<file path="config.mk">
export PLATFORM = sky130hd
export DESIGN_NAME = rr_arbiter_4
export DESIGN_NICKNAME = d
export VERILOG_FILES = /design/src/rtl/arb_pkg.sv /design/src/rtl/rr_pick4.sv /design/src/rtl/rr_arbiter_4.sv
export SDC_FILE = /design/constraint.sdc
export NUM_CORES = 1
export LEC_CHECK = 0
export ABC_CLOCK_PERIOD_IN_PS = 3600
export CAP_MARGIN = 10
export CORE_MARGIN = 4
export CORE_UTILIZATION = 44
export DETAILED_ROUTE_END_ITERATION = 12
export HOLD_SLACK_MARGIN = 0.02
export PLACE_DENSITY = 0.78
export SYNTH_ARGS = -nofsm -noshare
export SYNTH_HDL_FRONTEND = slang
export SYNTH_HIERARCHICAL = 1
export SYNTH_SLANG_ARGS = --single-unit
</file>
<file path="constraint.sdc">
create_clock -name clk -period 3.6 [get_ports clk]
set_input_delay 0.72 -clock clk [delete_from_list [all_inputs] [get_ports clk]]
set_output_delay 0.72 -clock clk [all_outputs]
set_load 0.05 [all_outputs]
</file>
<file path="src/rtl/arb_pkg.sv">
`default_nettype none
// ============================================================================
//  Module      : arb_pkg
//  Description : Shared types and constants for the 4-way round-robin arbiter.
//  Revision    : 1.0 - initial release
// ============================================================================
package arb_pkg;

  localparam int ARB_NUM_REQ = 4;
  localparam int ARB_IDX_W   = 2;

  typedef enum logic [0:0] {
    IDLE  = 1'b0,
    GRANT = 1'b1
  } arb_state_t;

endpackage
`default_nettype wire

</file>
<file path="src/rtl/rr_pick4.sv">
`default_nettype none
// ============================================================================
//  Module      : rr_pick4
//  Description : Combinational rotating-priority picker. Returns the first
//                set request bit searching ptr, ptr+1, ptr+2, ptr+3 (mod 4).
//  Revision    : 1.0 - initial release
// ============================================================================
module rr_pick4
  import arb_pkg::*;
(
  input  logic [ARB_NUM_REQ-1:0] req,
  input  logic [ARB_IDX_W-1:0]   ptr,
  output logic [ARB_IDX_W-1:0]   pick_idx,
  output logic                   pick_any
);

  logic [ARB_IDX_W-1:0]   cand [ARB_NUM_REQ];
  logic [ARB_NUM_REQ-1:0] hit;

  // Candidate k is the requester at search position k; index wraps naturally
  for (genvar k = 0; k < ARB_NUM_REQ; k++) begin : g_cand
    assign cand[k] = ptr + ARB_IDX_W'(k);
    assign hit[k]  = req[cand[k]];
  end

  // Scan from the lowest priority upwards so the earliest search position wins
  always_comb begin
    pick_idx = ptr;
    pick_any = |req;
    for (int k = ARB_NUM_REQ - 1; k >= 0; k--) begin
      if (hit[k]) pick_idx = cand[k];
    end
  end

endmodule
`default_nettype wire

</file>
<file path="src/rtl/rr_arbiter_4.sv">
`default_nettype none
// ============================================================================
//  Module      : rr_arbiter_4
//  Description : Four-requester round-robin arbiter with registered grant
//                index/valid, owner release, and optional hold timeout.
//  Revision    : 1.0 - initial release
// ============================================================================
module rr_arbiter_4
  import arb_pkg::*;
#(
  parameter int MAX_HOLD = 16
) (
  input  logic                   clk,
  input  logic                   rst,
  input  logic [ARB_NUM_REQ-1:0] req,
  input  logic                   done,
  output logic [ARB_IDX_W-1:0]   grant_idx,
  output logic                   grant_valid,
  output logic                   timeout,
  output logic                   busy
);

  localparam int CNT_W_RAW = $clog2(MAX_HOLD + 1);
  localparam int CNT_W     = (CNT_W_RAW < 1) ? 1 : CNT_W_RAW;
  localparam logic [CNT_W-1:0] HOLD_LAST = CNT_W'((MAX_HOLD > 0) ? MAX_HOLD - 1 : 0);
  localparam logic [CNT_W-1:0] CNT_SAT   = {CNT_W{1'b1}};

  arb_state_t           state, state_next;
  logic [ARB_IDX_W-1:0] ptr, ptr_next;
  logic [CNT_W-1:0]     cnt, cnt_next;
  logic [ARB_IDX_W-1:0] grant_idx_next;
  logic                 grant_valid_next;
  logic                 timeout_next;

  logic [ARB_IDX_W-1:0] pick_idx;
  logic                 pick_any;
  logic                 rel_owner;
  logic                 rel_hold;
  logic                 rel_any;

  rr_pick4 u_pick (
    .req      (req),
    .ptr      (ptr),
    .pick_idx (pick_idx),
    .pick_any (pick_any)
  );

  // Owner-driven release (done or dropped request) outranks the hold timeout
  assign rel_owner = done | ~req[grant_idx];
  assign rel_hold  = (MAX_HOLD != 0) && (cnt == HOLD_LAST);
  assign rel_any   = rel_owner | rel_hold;

  assign busy = grant_valid;

  // State register plus all datapath/output registers
  always_ff @(posedge clk or posedge rst) begin
    if (rst) begin
      state       <= IDLE;
      ptr         <= '0;
      cnt         <= '0;
      grant_idx   <= '0;
      grant_valid <= 1'b0;
      timeout     <= 1'b0;
    end else begin
      state       <= state_next;
      ptr         <= ptr_next;
      cnt         <= cnt_next;
      grant_idx   <= grant_idx_next;
      grant_valid <= grant_valid_next;
      timeout     <= timeout_next;
    end
  end

  // Next-state: IDLE -> GRANT on any request, GRANT -> IDLE on any release
  always_comb begin
    state_next = state;
    case (state)
      IDLE:    if (pick_any) state_next = GRANT;
      GRANT:   if (rel_any)  state_next = IDLE;
      default: state_next = IDLE;
    endcase
  end

  // Output/datapath next values; grant_idx is only loaded from IDLE so it
  // cannot move while a grant is active
  always_comb begin
    ptr_next         = ptr;
    cnt_next         = cnt;
    grant_idx_next   = grant_idx;
    grant_valid_next = grant_valid;
    timeout_next     = 1'b0;
    case (state)
      IDLE: begin
        if (pick_any) begin
          grant_idx_next   = pick_idx;
          grant_valid_next = 1'b1;
          cnt_next         = '0;
        end
      end
      GRANT: begin
        if (rel_any) begin
          grant_valid_next = 1'b0;
          ptr_next         = grant_idx + ARB_IDX_W'(1);
          timeout_next     = rel_hold & ~rel_owner;
        end else if (cnt != CNT_SAT) begin
          // Saturate so an unbounded hold (MAX_HOLD = 0) never wraps
          cnt_next = cnt + CNT_W'(1);
        end
      end
      default: begin
        grant_valid_next = 1'b0;
      end
    endcase
  end

endmodule
`default_nettype wire

</file>
Word-level counts from Yosys, hierarchy flattened
Cells that the tools add are included.
{"block": "totals", "out_inout_bits": 5, "input_bits": 7, "wordCells": 59, "regBits": 12}
{"block": "classes", "magnitude_cmp": 5, "bitwise": 6, "n_reduce_logical": 5, "mux": 26, "addsub": 5, "eq_ne": 6}
{"op": "< comparator 2 x 3 -> 1 bit (second input constant)", "n": 5}
{"op": "2-to-1 mux 5 bit", "n": 3}
{"op": "2-to-1 mux 1 bit", "n": 11}
{"op": "binary-select mux 1 bit (select 2 bit)", "n": 5}
{"op": "case mux 5 bit (2 select lines)", "n": 1}
{"op": "2-to-1 mux 2 bit", "n": 4}
{"op": "AND reduction 2 bit", "n": 3}
{"op": "adder 5 x 1 -> 5 bit (second input constant)", "n": 1}
{"op": "== test 5 x 4 -> 1 bit (second input constant)", "n": 1}
{"op": "!= test 5 bit (second input constant)", "n": 1}
{"op": "adder 2 x 1 -> 2 bit (second input constant)", "n": 2}
{"op": "adder 2 bit (second input constant)", "n": 2}
{"op": "!= test 2 x 1 -> 1 bit (second input constant)", "n": 2}
{"op": "!= test 2 bit (second input constant)", "n": 2}
{"op": "case mux 1 bit (2 select lines)", "n": 2}
{"op": "OR reduction 4 bit", "n": 1}
{"op": "NOT 1 bit", "n": 3}
{"op": "AND reduction 3 bit", "n": 1}
{"op": "bitwise OR 1 bit", "n": 2}
{"op": "bitwise AND 1 bit", "n": 1}

Longest topological paths before layout
{"block": "depth", "word_depth": 8, "mapped_depth": 6, "mapped_depth_nobuf": 6}

By module
The synthesis kept the hierarchy.
{"mod": "rr_arbiter_4", "n_inst": 1, "cells_each": 59, "seq_area_each_um2": 300.3, "area_per_inst_um2": 640.6}
{"mod": "rr_pick4", "n_inst": 1, "cells_each": 16, "seq_area_each_um2": 0.0, "area_per_inst_um2": 100.1}

Worst setup path before layout
OpenSTA, ideal clock, no wires.
{"block": "synth_timing", "path_type": "reg-to-reg", "startpoint": "reg grant_idx[0]", "endpoint": "reg ptr[1]", "path_stages_with_launch": 4, "synth_period_minus_slack_ps": 1970, "setup_ps": 125, "arrival_time_ps": 1845, "setup_slack_ps": 1630, "t_required_ps": 3475, "n_path_buf": 0, "cell_sequence": "dfrtp_1 -> mux4_2 -> a21boi_4 -> mux2_4"}
{"block": "synth_via", "elab_chain_len": 6, "word_cells_on_any_way": 7, "classes_between": "add/sub: 1; mux: 2; bitwise: 3; reduce/logical: 1"}
{"element": "start: declaration", "line_no": "rr_arbiter_4.sv:17", "text": "output logic [ARB_IDX_W-1:0] grant_idx,"}
{"element": "start signal: assignment", "line_no": "rr_arbiter_4.sv:68", "text": "grant_idx <= grant_idx_next;"}
{"element": "binary-select mux 1 bit (select 2 bit)", "line_no": "rr_arbiter_4.sv:49", "text": "assign rel_owner = done | ~req[grant_idx];"}
{"element": "2-to-1 mux 1 bit (not written as such)", "line_no": "rr_arbiter_4.sv:49"}
{"element": "NOT 1 bit", "line_no": "rr_arbiter_4.sv:49"}
{"element": "bitwise OR 1 bit", "line_no": "rr_arbiter_4.sv:49"}
{"element": "bitwise OR 1 bit", "line_no": "rr_arbiter_4.sv:51", "text": "assign rel_any = rel_owner | rel_hold;"}
{"element": "AND reduction 2 bit (no source line)"}
{"element": "end signal: assignment", "line_no": "rr_arbiter_4.sv:66", "text": "ptr <= ptr_next;"}
{"element": "end: declaration", "line_no": "rr_arbiter_4.sv:29", "text": "logic [ARB_IDX_W-1:0] ptr, ptr_next;"}
Parallel ways exist; a longest one is shown, timed or not. The select of a mux whose other input is x is not followed.
A chain may end at the register's enable or synchronous reset.

Final worst setup path
{"block": "layout_timing", "startpoint": "reg grant_idx[0]", "endpoint": "out grant_idx[0]"}
No word-level cell between the ends.

==> flow_metrics.tcl <==
set metrics [dict create \
    grt_pass1_wl_um 2540 \
    hpwl_um 1130 \
    p_int_mw 0.382 \
    gp_congestion 0.794 \
    synth_top_family_by_area "simple AND/OR/NAND/NOR gates" \
    drt_wl_total_um 1460 \
    worstPathCellList "clkdlybuf4s50_1" \
    synth_edf_count 0 \
    pwr-share-comb_pct 51.1 \
    cts_buffer_depth 2 \
    cp-start-kind "flip-flop" \
    synthArstFlopShare_pct 100 \
    portBuffers 11 \
    grt.total_usage_pct 13.4 \
    yosys.area_share.adder_pct 5.07 \
    die_w_um 49.0 \
    outcome "completed" \
    muxShareOfSynthArea_pct 10.8 \
    min_period_ns 2.25 \
    finalNetCount 99 \
    fin_tns_setup_ns 0 \
    clock_sinks 12 \
    antenna_found_initial 0 \
    p_per_area_nw_per_um2 757 \
    worstPathArrival_ns 1.53 \
    tightest_slew_ns 0.550 \
    row_count 14 \
    ios 12 \
    hold_depth 1 \
    finalSetupViolCount 0 \
    avgSynthCellArea_um2 9.88 \
    final-hold-violation-count 0 \
    reg2reg_slack_ns 1.56 \
    drive_above_1_share_pct 14.9 \
    ys_ff_latch 12 \
    yosysSeqAreaShare_pct 40.5 \
    num_antenna_cells 0 \
    fin_skew_ns 0.0117 \
    initial_core_util_pct 48.1 \
    cts_hold_buffers 0 \
    vias 580 \
    die-area_um2 2400 \
    syn-num-nets 85 \
    synthSimpleGateAreaFrac_pct 24.2 \
    htreeDepth 1 \
    pwr-share-seq_pct 37.0 \
    synth_ff_type "dfrtp_1" \
    syn_inst 75 \
    worst-path-buf-inv 1 \
    cts_root_buf "clkbuf_4" \
    via_per_inst 5.63 \
    cts_tree "done" \
    areaGrowthSynthToFinish_pct 19.1 \
    worstRegToRegCells 6 \
    critical_path_class "reg -> out" \
    placed_area_um2 860 \
    fin_crit_sh_pct 62.6 \
    p_sw_mw 0.286 \
    drc_errors 0 \
    required_ns 2.88 \
    fmax_mhz 444 \
    yosysWarnings 6 \
    leakagePower_nw 0.420 \
    grt_pass1_vias 557 \
    p_clk_share_pct 11.9 \
    grt_max_degree 13 \
    die_y_um 49.0 \
    detail-route-antenna-nets 0 \
    synthXorXnorAreaFrac_pct 1.18 \
    core_area_um2 1540 \
    hold_slack_ns 0.519 \
    max-slew-margin-rel_pct 63.0 \
    worst_hold_path_type "reg -> reg" \
    drt_iter0_markers 12 \
    drv_slew 0 \
    insertion_delay_ns 0.27 \
    max_stage_delay_ns 0.84 \
    rsz0062_at_grt "false" \
    cpLargestDelayFamily "buffers and inverters" \
    wl_per_cell_um 14.2 \
    overflow 0 \
    ir_worst_vdd_v 0.000567 \
    critical_path_depth 1 \
    crit_slowest_cell "clkdlybuf4s50_1" \
    numCtsBuffers 3 \
    synth_compound_area_share_pct 13.7 \
    ff_latch_area_um2 300 \
    cap_violations 0 \
    clk_pin_slew_ns 0.06 \
    multi_input_area_um2 407 \
    switching_share_pct 42.8 \
    critPathCaptureType "output pin" \
    crit_fanout 5 \
    drt_pass1_iterations 4 \
    final_area_um2 882 \
    post-cts-setup-buffer-count 0 \
    num-fill-cells 136 \
    cts_resized 0 \
    synth.distinct_cells 32 \
    synth.cell_area_um2 741 \
]
cell type report:
type	instances	area share, %
multi-input cells	55	46.1
flip-flops and latches	12	34.0
repair buffers	11	12.5
clock buffers	3	2.55
inverters	6	2.55
well taps	16	2.27
metrics by stage:
step                setup WS [ns]  cells  utilization [%]  power, mW
floorplan                    1.63     75                -      0.506
global placement             1.15    100             55.8      0.587
detailed placement           1.12    100             55.8      0.591
CTS                          1.32    103             57.2      0.675
global route                 1.28    103             57.2      0.721
finish                       1.35    103             57.2      0.668
cell usage in the layout, fill, tap and decap left out, types with 2 or more instances in the layout:
cell,instances
dfrtp_1,12
clkdlybuf4s50_1,11
nand2_1,8
nor2_1,7
inv_1,6
o21ai_0,3
ha_1,3
clkbuf_4,3
nor2b_1,2
mux2_2,2
nor3_1,2
nand3_1,2
a2bb2oi_1,2
o221ai_1,2
nand4_1,2
mux2i_1,2
and3_1,2
and2b_2,2
final timing paths:
kind,start,to
hold reg to reg,cnt[2],cnt[2]
hold / removal,cnt[2],cnt[2]
setup / recovery,grant_idx[0],grant_idx[0]
min in group asynchronous,rst,timeout
max in group asynchronous,rst,busy
setup reg to reg,cnt[0],cnt[4]
power groups by stage:
stage	combinational [mW]	clock [mW]	sequential [mW]
after detailed placement	0.341	0	0.250
final	0.342	0.0793	0.247
after global routing	0.372	0.0908	0.258
after CTS	0.345	0.0839	0.247
after global placement	0.339	0	0.248
after floorplan	0.221	0	0.285
registers in the layout (all words and copies together), names as in the netlist:
| register | flops |
|---|---|
| timeout | 1 |
| state | 1 |
| busy | 1 |
| grant_idx | 2 |
| cnt | 5 |
| ptr | 2 |
worst register-to-register path, cell delays in order (launching register included):
cell	delay, ns
dfrtp_1	0.41
ha_1	0.23
and3_1	0.20
ha_1	0.18
nor3_1	0.48
nand3_1	0.24
o221ai_1	0.23
synthesized netlist by cell type, types with 2 or more instances:
cell type	count	area share (%)
dfrtp_1	12	41
nand2_1	8	4.1
nor2_1	7	3.5
inv_1	6	3.0
ha_1	3	5.1
o21ai_0	3	2.0
a2bb2oi_1	2	2.4
and2b_2	2	2.4
and3_1	2	1.7
mux2_2	2	3.0
mux2i_1	2	2.7
nand3_1	2	1.4
nand4_1	2	1.7
nor2b_1	2	1.7
nor3_1	2	1.4
o221ai_1	2	2.4
per-layer routing:
metal	GRT usage (%)	vias up	share of wire, %
met4	4.04	0	0.82
met5	0	-	0
li1	-	292	-
met3	5.20	2	4.5
met2	20.4	9	47
met1	17.3	277	47
cell families after synthesis:
family / after synthesis
flops: 12
xor+xnor: 1
mux: 6
compound gates: 12
simple gates: 33
buf+inv: 8
fa+ha+maj: 3
Note: power is estimated with default switching activity, not from simulation.
==> variant: new RTL, same settings <==
Put one more register stage on the output `timeout`, cleared by the reset. The value now appears one clock later. The other outputs are not delayed to match.
--- a/src/rtl/rr_arbiter_4.sv
+++ b/src/rtl/rr_arbiter_4.sv
@@ -24,6 +24,8 @@
   localparam int CNT_W     = (CNT_W_RAW < 1) ? 1 : CNT_W_RAW;
   localparam logic [CNT_W-1:0] HOLD_LAST = CNT_W'((MAX_HOLD > 0) ? MAX_HOLD - 1 : 0);
   localparam logic [CNT_W-1:0] CNT_SAT   = {CNT_W{1'b1}};
+
+  logic timeout_s0;
 
   arb_state_t           state, state_next;
   logic [ARB_IDX_W-1:0] ptr, ptr_next;
@@ -60,14 +62,14 @@
       cnt         <= '0;
       grant_idx   <= '0;
       grant_valid <= 1'b0;
-      timeout     <= 1'b0;
+      timeout_s0  <= 1'b0;
     end else begin
       state       <= state_next;
       ptr         <= ptr_next;
       cnt         <= cnt_next;
       grant_idx   <= grant_idx_next;
       grant_valid <= grant_valid_next;
-      timeout     <= timeout_next;
+      timeout_s0  <= timeout_next;
     end
   end
 
@@ -113,6 +115,14 @@
     endcase
   end
 
+  always_ff @(posedge clk or posedge rst) begin
+    if (rst) begin
+      timeout <= '0;
+    end else begin
+      timeout <= timeout_s0;
+    end
+  end
+
 endmodule
 `default_nettype wire
 
Function: no difference found for any inputs over 10 cycles, from zero or initial values and one cycle with rst high; that may be too few to reach the edited logic, so the function may still have changed.
==> variant against the unedited design <==
Clock skew decreased by 8.0 ps. Global-route usage increased by 0.93 points. Wire length increased by 2.3%. Final area increased by 3.3%. Hold slack got worse by 160 ps. Setup slack got worse by 41 ps. Area after synthesis increased by 3.4%. Power increased by 4.1%. Sequential cell count increased by 1.
==> variant: results (changes against the unedited design) <==
Port Buffer Count = 11 (unchanged)
GPL Wtd Cong = 0.802 (was 0.794)
synth cell count leaders = dfrtp_1, nand2_1, nor2_1, inv_1 (unchanged)
met2 Resource Use GR = 0.218 (was 0.204)
post-CTS setup repair buffer count = 0 (unchanged)
Worst EP arrival = 1570 ps (was 1530 ps)
clock tree root driver cell = clkbuf_4 (unchanged)
HP Class = register to register (unchanged)
post-DR wirelength/cell = 14.2 µm (about the same)
biggest regs = cnt: 5 flops, grant_idx: 2 flops, ptr: 2 flops (unchanged)
Synth Flop Type = dfrtp_1 (unchanged)
grt met3 use = 0.0331 (was 0.0520)
P per Cell Area = 763 nW/µm² (was 757 nW/µm²)
CTS clk-pin slew, worst paths = 80 ps (was 60 ps)
max incr delay on CP = 840 ps (about the same)
status = finished, final reports clean (unchanged)
Peak supply drop = 0.402 mV (was 0.567 mV)
number of fill cells = 143 (was 136)
share of cells above drive strength 1 = 0.146 (was 0.149)
total CTS buffers = 3 (unchanged)
initial antenna violation count = 0 (unchanged)
Final #Nets = 100 (was 99)
Routed WL = 1490 µm (was 1460 µm)
Syn Inst Count = 76 (was 75)
Mapped Nets = 86 (was 85)
Leak = 0.435 nW (was 0.420 nW)
synth top area cells = dfrtp_1, ha_1, nand2_1, nor2_1, inv_1 (unchanged)
post_cts resized = 0 (unchanged)
H-Tree Depth = 1 (unchanged)
vias in the first global route = 604 (was 557)
pin count of the biggest net entering global routing = 14 (was 13)
post-place instance area = 885 µm² (was 860 µm²)
drt pass-1 iters = 4 (unchanged)
global-route wire length before repair = 2730 µm (was 2540 µm)
Crit-path slowest cell = clkdlybuf4s50_1 (unchanged)
CP max FO = 5 (unchanged)
hpwl dp = 1110 µm (was 1130 µm)
Worst-Skew Late Latency = 270 ps (about the same)
Setup WS pre-CTS = 1110 ps (was 1120 ps)
drt first-iter violations = 7 (was 12)
Post-synth ARST share = 1.00 (unchanged)
Total GRT Usage = 0.143 (was 0.134)
sequential-to-total area share from yosys stat = 0.425 (was 0.405)
Setup Skew = 3.73 ps (was 11.7 ps)
Vias = 606 (was 580)
library cells used by synthesis = 32 (unchanged)
GR Layer Usage met1 = 0.195 (was 0.173)
Clock Path Buffers = 2 (unchanged)
Tightest Pin Transition = 520 ps (was 550 ps)
diode count = 0 (unchanged)
Crit path max-delay family = buffers and inverters (unchanged)
Yosys warnings = 6 (unchanged)
variant: routing by layer:
layer | vias up | part of all wire
li1 | 296 | -
met1 | 292 | 0.46
met2 | 16 | 0.47
met3 | 2 | 0.059
met4 | 0 | 0.0054
met5 | - | 0
variant: layout make-up:
| class | count | area share |
|---|---|---|
| inverters | 6 | 0.0247 |
| multi-input cells | 55 | 0.446 |
| repair buffers | 11 | 0.121 |
| flip-flops and latches | 13 | 0.357 |
| clock buffers | 4 | 0.0288 |
| well taps | 16 | 0.0220 |
variant: kinds of logic after synthesis:
kind of cell | Yosys count | synth area share
compound gates | 12 | 0.132
fa+ha+maj | 3 | 0.0490
buf+inv | 8 | 0.0441
mux | 6 | 0.105
simple gates | 33 | 0.234
xor+xnor | 1 | 0.0114
flops | 13 | 0.425
variant: worst paths after layout:
kind | startpoint | endpoint | slack, ps | cells past startpoint
min reg2reg | timeout_s0$_DFF_PP0_ | timeout$_DFF_PP0_ | 360 | 0
max | grant_idx[0]$_DFFE_PP0P_ | grant_idx[0] | 1310 | 1
max in group asynchronous | rst | grant_idx[1]$_DFFE_PP0P_ | 2530 | 2
min in group asynchronous | rst | timeout_s0$_DFF_PP0_ | 750 | 2
min | timeout_s0$_DFF_PP0_ | timeout$_DFF_PP0_ | 360 | 0
max reg2reg | cnt[0]$_DFFE_PP0P_ | cnt[1]$_DFFE_PP0P_ | 1620 | 6
variant: report_power, final:
part | switching [mW] | total [mW] | internal [mW]
sequential | 0.0664 | 0.261 | 0.194
combinational | 0.185 | 0.345 | 0.160
clock | 0.0465 | 0.0894 | 0.0429
total | 0.297 | 0.695 | 0.398
